==> src/rtl/dmem_arb_pkg.sv <==
// Shared types and constants for the unified-memory arbiter.
// Holds arbiter state and owner encodings plus the default access latency.
package dmem_arb_pkg;

    typedef enum logic {
        ARB_IDLE = 1'b0,
        ARB_BUSY = 1'b1
    } arb_state_t;

    typedef enum logic {
        OWN_IF = 1'b0,
        OWN_DM = 1'b1
    } arb_owner_t;

    localparam int LAT_DEFAULT = 4;
    localparam int CW_DEFAULT  = 4;

endpackage

==> src/rtl/dmem_arbiter_lat_counter.sv <==
// Loadable down-counter that times one memory access.
// Ports: clk, rst (sync, active-low), load/load_val, dec, cnt, zero flag.
module arb_lat_counter #(
    parameter int CW = 4
) (
    input  logic          clk,
    input  logic          rst,
    input  logic          load,
    input  logic [CW-1:0] load_val,
    input  logic          dec,
    output logic [CW-1:0] cnt,
    output logic          zero
);

    always_ff @(posedge clk) begin
        if (!rst) begin
            cnt <= '0;
        end else if (load) begin
            cnt <= load_val;
        end else if (dec) begin
            cnt <= cnt - CW'(1);
        end
    end

    assign zero = (cnt == '0);

endmodule

==> src/rtl/dmem_arbiter.sv <==
// Arbitrates one fixed-latency single-port memory between IF and DM.
// Ports: clk, rst (sync, active-low); IF req/addr -> rdata/done/stall;
// DM req/wr/addr/wdata/dump -> rdata/done/stall; mem_* to memory model.
// Optional: define DMEM_ARB_RR_EN for round-robin priority (default DM-first).
module dmem_arbiter
    import dmem_arb_pkg::*;
#(
    parameter int LAT = LAT_DEFAULT,
    parameter int CW  = CW_DEFAULT
) (
    input  logic        clk,
    input  logic        rst,
    input  logic        if_req,
    input  logic [15:0] if_addr,
    output logic [15:0] if_rdata,
    output logic        if_done,
    output logic        if_stall,
    input  logic        dm_req,
    input  logic        dm_wr,
    input  logic [15:0] dm_addr,
    input  logic [15:0] dm_wdata,
    input  logic        dm_dump,
    output logic [15:0] dm_rdata,
    output logic        dm_done,
    output logic        dm_stall,
    output logic        mem_en,
    output logic        mem_wr,
    output logic [15:0] mem_addr,
    output logic [15:0] mem_wdata,
    output logic        mem_dump,
    input  logic [15:0] mem_rdata
);

    arb_state_t  state, state_n;
    arb_owner_t  owner;
    logic [15:0] addr_q;
    logic [15:0] wdata_q;
    logic        wr_q;
    logic        load;
    logic        dec;
    logic        cnt_zero;
    logic [CW-1:0] cnt;
    logic        idle;
    logic        if_elig;
    logic        dm_elig;
    logic        grant_dm;
    logic        grant_if;

    arb_lat_counter #(.CW(CW)) u_cnt (
        .clk      (clk),
        .rst      (rst),
        .load     (load),
        .load_val (CW'(LAT - 1)),
        .dec      (dec),
        .cnt      (cnt),
        .zero     (cnt_zero)
    );

    // A requester whose done is high this cycle is not eligible,
    // so a held req is never regranted on its own done cycle.
    assign idle    = (state == ARB_IDLE);
    assign if_elig = if_req & ~if_done;
    assign dm_elig = dm_req & ~dm_done;

`ifdef DMEM_ARB_RR_EN
    arb_owner_t last_owner;

    assign grant_dm = idle & dm_elig &
                      (~if_elig | (last_owner == OWN_IF));

    always_ff @(posedge clk) begin
        if (!rst) begin
            last_owner <= OWN_IF;
        end else if (grant_dm) begin
            last_owner <= OWN_DM;
        end else if (grant_if) begin
            last_owner <= OWN_IF;
        end
    end
`else
    assign grant_dm = idle & dm_elig;
`endif

    assign grant_if = idle & if_elig & ~grant_dm;

    assign if_stall = if_req & ~if_done;
    assign dm_stall = dm_req & ~dm_done;

    always_comb begin
        state_n   = state;
        load      = 1'b0;
        dec       = 1'b0;
        mem_en    = 1'b0;
        mem_wr    = 1'b0;
        mem_addr  = 16'h0000;
        mem_wdata = 16'h0000;
        mem_dump  = 1'b0;
        unique case (state)
            ARB_IDLE: begin
                mem_dump = dm_dump;
                if (grant_dm | grant_if) begin
                    state_n = ARB_BUSY;
                    load    = 1'b1;
                end
            end
            ARB_BUSY: begin
                mem_en    = 1'b1;
                mem_wr    = wr_q;
                mem_addr  = addr_q;
                mem_wdata = wdata_q;
                if (cnt_zero) begin
                    state_n = ARB_IDLE;
                end else begin
                    dec = 1'b1;
                end
            end
            default: state_n = ARB_IDLE;
        endcase
    end

    always_ff @(posedge clk) begin
        if (!rst) begin
            state    <= ARB_IDLE;
            owner    <= OWN_IF;
            addr_q   <= 16'h0000;
            wdata_q  <= 16'h0000;
            wr_q     <= 1'b0;
            if_rdata <= 16'h0000;
            dm_rdata <= 16'h0000;
            if_done  <= 1'b0;
            dm_done  <= 1'b0;
        end else begin
            state   <= state_n;
            if_done <= 1'b0;
            dm_done <= 1'b0;
            if (grant_dm) begin
                owner   <= OWN_DM;
                addr_q  <= dm_addr;
                wdata_q <= dm_wdata;
                wr_q    <= dm_wr;
            end else if (grant_if) begin
                owner   <= OWN_IF;
                addr_q  <= if_addr;
                wdata_q <= 16'h0000;
                wr_q    <= 1'b0;
            end
            if (!idle && cnt_zero) begin
                if (owner == OWN_DM) begin
                    dm_done <= 1'b1;
                    if (!wr_q) begin
                        dm_rdata <= mem_rdata;
                    end
                end else begin
                    if_done  <= 1'b1;
                    if_rdata <= mem_rdata;
                end
            end
        end
    end

endmodule

==> config.mk <==
export PLATFORM = sky130hd
export DESIGN_NAME = dmem_arbiter
export DESIGN_NICKNAME = d
export VERILOG_FILES = /design/src/rtl/dmem_arb_pkg.sv /design/src/rtl/dmem_arbiter_lat_counter.sv /design/src/rtl/dmem_arbiter.sv
export SDC_FILE = /design/constraint.sdc
export NUM_CORES = 1
export LEC_CHECK = 0
export BUFFER_PORTS_ARGS = -buffer_cell sky130_fd_sc_hd__buf_2
export CORE_MARGIN = 2
export CORE_UTILIZATION = 45
export CTS_CLUSTER_DIAMETER = 100
export CTS_CLUSTER_SIZE = 25
export DETAILED_ROUTE_END_ITERATION = 7
export GPL_ROUTABILITY_DRIVEN = 0
export PLACE_DENSITY = 0.8
export SLEW_MARGIN = 20
export SYNTH_ARGS = -nofsm -noshare
export SYNTH_HDL_FRONTEND = slang
export SYNTH_SLANG_ARGS = --single-unit
export TNS_END_PERCENT = 5
==> constraint.sdc <==
create_clock -name clk -period 1.9 [get_ports clk]
set_input_delay 0.19 -clock clk [delete_from_list [all_inputs] [get_ports clk]]
set_output_delay 0.19 -clock clk [all_outputs]
set_load 0.01 [all_outputs]
==> run metrics, run 1 <==
status finished clean; maximum clock frequency 584 MHz; Top delay family on crit path buffers and inverters; Critical Path RT 1.71 ns; most frequent cells in the layout buf_2, dfxtp_1, nand2_1, mux2i_1, inv_1; Leakage 1.84 nW; synthesized flop and latch total 73; CP Class reg2out; Vias 2888; worst hold slack 0.0632 ns; Core Area 0.00676 mm2; I/O pin total 141; relative slew slack 46.1%; share of cells above drive strength 1 36.3%; routed len/inst 14.1 um; H-tree depth 3; Placed Area 0.00385 mm2; Total GRT Usage 20.4%; Worst Max-Slew Pin Slew 0.809 ns; syn avg cell area 9.22 um2; crit-path cells inv_1 -> buf_4 -> nor2_1 -> buf_2; Worst-path clk slew 0.07 ns; CTS sink count 73; most common cell after layout, fill and taps aside buf_2; Crit-path slowest cell inv_1; die area 0.00759 mm2; Row Count 30; first-pass GRT wire length 12400 um; Fin. Hold Viols 0; post-cts sizing count 0; largest net degree at the start of global routing 30; fin crit period 1.71 ns; TritonCTS clock tree built; # diodes 0; DIE HEIGHT 87.1 um; Avg Vias per Cell 5.21; Clk Latency, worst-skew pair 0.33 ns; nets 541; postcts setup bufs 0; hpwl dp 5530 um; CTS Buf Count 9; PwrDens 850 mW/mm2; Critical Path AT 1.52 ns; maxcap violations 0; Post-CTS Hold Buffers 0; total gr overflow 0; Final setup viols 0; Crit Path Max Fanout 14; Post-Syn Instances 337; Detailed Routing Iterations Pass 1 4; ANT nets after route 0; syn_nets 409; Peak VDD IR 0.479 mV; Die X 87.1 um; crit end category primary output; final period utilization 90.1%; root buffer cell clkbuf_8; CP max stage delay 0.38 ns; YS warnings 0; DRC Markers 0; Post-Syn Area 0.00311 mm2; Filler Cells Inserted 605; vias in the first global route 2740; sequential area share after synthesis 47.0%; hold crit path type in2reg; Setup TNS 0 ns; Final Instance Area 0.00403 mm2; initial antenna violation count 0; clock skew 0.00678 ns; Slew Viols, Final 0; unrepaired setup endpoints after global routing false; Worst Path Buf+Inv 3; area delta synth->final 29.7%; initial core utilization 46.0%; DR iter-0 viols 140; CTS max path bufs 2; Cell variety after synth 36; CP startpoint kind flop; final wirelength 7790 um; PortBufs 140
-- final cells by class --
type                    instances  area, um2  share of cell area [%]
clock inverters                 2       12.5                   0.310
multi-input cells             210       1410                    35.1
clock buffers                  14        163                    4.04
repair buffers                153        798                    19.8
inverters                      22       82.6                    2.05
flip-flops and latches         73       1460                    36.3
well taps                      80        100                    2.48
-- sequential cells by signal, summed over array words and instances, names as in the netlist --
signal     flops
owner          1
wr_q           1
wdata_q       16
u_cnt.cnt      4
dm_rdata      16
if_done        1
if_rdata      16
state          1
addr_q        16
dm_done        1
-- per-layer routing --
layer	global-route usage, %	vias up	routed length [um]
li1	-	1451	-
met1	26.4	1339	3540
met2	33.3	91	3680
met3	5.12	7	501
met4	6.99	0	76
met5	0	-	0
-- Yosys cell counts, drive strengths merged --
cell type	instances	share of area, %
and4bb	1	0.40
nor2b	3	0.60
nor3	4	1.0
a211o	1	0.28
o21ai	17	2.9
inv	22	2.7
o211ai	2	0.64
o311ai	1	0.28
ha	2	0.81
a32o	17	5.5
a31oi	1	0.20
or2b	1	0.24
a211oi	1	0.24
o21a	2	0.48
a21oi	18	2.9
o31ai	1	0.24
dfxtp	73	47
o32ai	16	4.5
nor4b	1	0.28
and2	17	3.4
nor2	17	2.1
nand3	16	2.6
nand4bb	1	0.36
buf	14	2.9
and3	1	0.20
mux2i	33	11
nand2	34	4.1
nor3b	2	0.48
clkbuf	18	2.2
-- logic make-up (layout without fill, tap and decap cells) --
| kind of cell | Yosys count | in the layout | share of synthesized area (%) |
|---|---|---|---|
| and+or+nand+nor | 98 | 98 | 15.7 |
| muxes | 33 | 33 | 10.6 |
| AOI/OAI and AO/OA | 77 | 77 | 18.1 |
| adders and majority gates | 2 | 2 | 0.805 |
| buffers and inverters | 54 | 191 | 7.69 |
| DFF | 73 | 73 | 47.0 |
-- power by group --
part,total (mW),switching [mW],leakage (nW),internal [mW]
logic,0.657,0.383,1.16,0.274
clock network,1.08,0.537,0.0867,0.546
registers,1.69,0.0477,0.596,1.64
total,3.42,0.967,1.84,2.46
-- worst register-to-register path: stages, from the launching register on --
cell and delay, ns:
dfxtp_1 0.32, inv_1 0.12, ha_1 0.26, nand4bb_1 0.20, nor3_4 0.14, buf_4 0.31
mux2i_1 0.24
-- per-stage QoR --
stage	utilization [%]	total power [mW]	setup WS [ns]	cells
6_report	59.6	3.42	0.188	554
5_1_grt	59.6	3.62	0.0613	554
4_1_cts	59.6	3.46	0.186	554
3_5_place_dp	57.1	2.38	0.274	538
3_3_place_gp	57.1	2.35	0.396	538
2_1_floorplan	-	2.14	0.282	337
-- final timing paths --
check	from	to	slack, ns	depth (start not counted)
worst max-delay path	state$_SDFF_PN0_	mem_addr[14]	0.19	4
worst min-delay path	dm_wdata[12]	wdata_q[12]$_SDFFE_PN0P_	0.06	2
worst max register to register	u_cnt.cnt[0]$_SDFFE_PN0P_	dm_rdata[12]$_SDFFE_PN0P_	0.25	6
worst min register to register	dm_rdata[15]$_SDFFE_PN0P_	dm_rdata[15]$_SDFFE_PN0P_	0.46	2
(Power assumes the default switching activity.)
==> run 2: changes to the inputs <==
- CORE_UTILIZATION: 45 -> 42
- PLACE_DENSITY: 0.8 -> 0.79
- clock period: 1.9 -> 1.5 ns (I/O delays scaled with it)
==> run 2 against run 1 <==
Compared with the run above:
- flip-flop and latch count stayed put
- critical endpoint is now mem_addr[15]
- power grew 32%
- sequential power increased by 27%
- non-clock buffer count increased by 3
- combinational power grew 37%
- clock skew decreased by 0.00051 ns
- sequential share of layout area fell by 1.2 points
- worst hold slack got worse by 0.038 ns
- clock-buffer cell count decreased by 1
- wire length down 1.5%
- first-iteration DRC count is 41% lower
==> run metrics, run 2 (synthesis results as in run 1) <==
CP Class reg2out; fin cells 576; maximum clock frequency 691 MHz; die area 0.00810 mm2; Slew Viols, Final 0; status finished clean; Setup TNS 0 ns; Sw Share 27.0%; final core occ 58.0%; DIE HEIGHT 90.0 um; Avg Vias per Cell 5.02; Fin. Hold Viols 0; routed len/inst 13.3 um; Core Area 0.00721 mm2; most common cell after layout, fill and taps aside buf_2; I/O pin total 141; vias in the first global route 2840; ANT nets after route 0; initial core utilization 43.1%; # diodes 0; PwrDens 1080 mW/mm2; most frequent cells in the layout buf_2, dfxtp_1, nand2_1, mux2i_1, inv_1; total gr overflow 0; hpwl dp 5620 um; Die X 90.0 um; Worst-path clk slew 0.07 ns; Clk network pwr share 32.5%; DRC Markers 0; clock skew 0.00626 ns; sequential power share 47.5%; final wirelength 7670 um; Leakage 1.89 nW; Row Count 31; maxcap violations 0; H-tree depth 3; unrepaired setup endpoints after global routing true; Detailed Routing Iterations Pass 1 4; Final Instance Area 0.00419 mm2; DR iter-0 viols 82; TritonCTS clock tree built; nets 544; Critical Path AT 1.30 ns; Final Total Pwr 4.51 mW; FF-to-FF Start u_cnt.cnt[0]$_SDFFE_PN0P_; CP startpoint kind flop; hold crit path type in2reg; relative slew slack 75.0%; largest net degree at the start of global routing 32; Crit Path Max Fanout 8; area delta synth->final 34.7%; CTS Buf Count 9; Peak VDD IR 0.688 mV; Vias 2890; root buffer cell clkbuf_8; Clk Latency, worst-skew pair 0.34 ns; min-delay src dm_wdata[5]; first-pass GRT wire length 12700 um; Total GRT Usage 19.0%; crit end category primary output; CTS max path bufs 2; Worst Max-Slew Pin Slew 0.375 ns; fin crit period 1.45 ns; Final setup viols 0; DP Cell Count 560; CTS sink count 73; PortBufs 140; final period utilization 96.5%; initial antenna violation count 0; share of cells above drive strength 1 38.6%; crit path from state$_SDFF_PN0_; Placed Area 0.00397 mm2; Critical Path RT 1.35 ns; sw power 1.22 mW; combinational power share 20.0%; Internal Power 3.29 mW
==> run 2: cell type report <==
class	instances	area, um2
Clock buffer	13	149
Timing Repair Buffer	156	875
Inverter	22	85.1
Multi-Input combinational cell	210	1450
Tap cell	99	124
Clock inverter	3	40.0
Sequential cell	73	1470
Fill cell	665	3030
==> run 2: per-stage QoR <==
stage | hold slack (ns) | worst slack [ns]
after global placement | 0.362 | -0.0143
after global routing | 0.0105 | -0.0442
after floorplan | 0.276 | -0.0969
final | 0.0251 | 0.0522
after CTS | 0.0118 | -0.0167
after detailed placement | 0.365 | -0.0613
==> run 2: worst max-delay path, cell delays in order (launching register included) <==
cell     delay, ns
dfxtp_4       0.40
inv_1         0.14
buf_4         0.19
nor2_1        0.10
buf_2         0.14
==> run 2: metal layers <==
layer / vias to the layer above / GRT usage (%) / wire [um]
met5: - / 0 / 0
met4: 0 / 5.64 / 102
met3: 9 / 6.96 / 542
met2: 95 / 32.3 / 3770
met1: 1335 / 22.4 / 3260
li1: 1451 / - / -
==> run 2: path summary, 6_finish.rpt <==
kind | to | slack (ns) | cells after the start
min reg2reg | dm_rdata[1]$_SDFFE_PN0P_ | 0.46 | 2
max reg2reg | dm_rdata[13]$_SDFFE_PN0P_ | 0.10 | 6
max | mem_addr[15] | 0.05 | 4
min | wdata_q[5]$_SDFFE_PN0P_ | 0.03 | 2
==> run 2: power groups by stage <==
stage               Combinational [mW]  Sequential [mW]  Clock [mW]
floorplan                        0.536             2.19           0
global route                     0.994             2.16        1.60
CTS                              0.895             2.14        1.52
detailed placement               0.891             2.18           0
global placement                 0.863             2.18           0
finish                           0.902             2.14        1.47
==> run 2: what timing repair did <==
action                     CTS  global route
pin swaps                    1             0
buffers inserted             0             0
gates resized for setup      4             5
hold buffers                 0             0
setup endpoints to repair   52            46
hold endpoints to repair     0             0
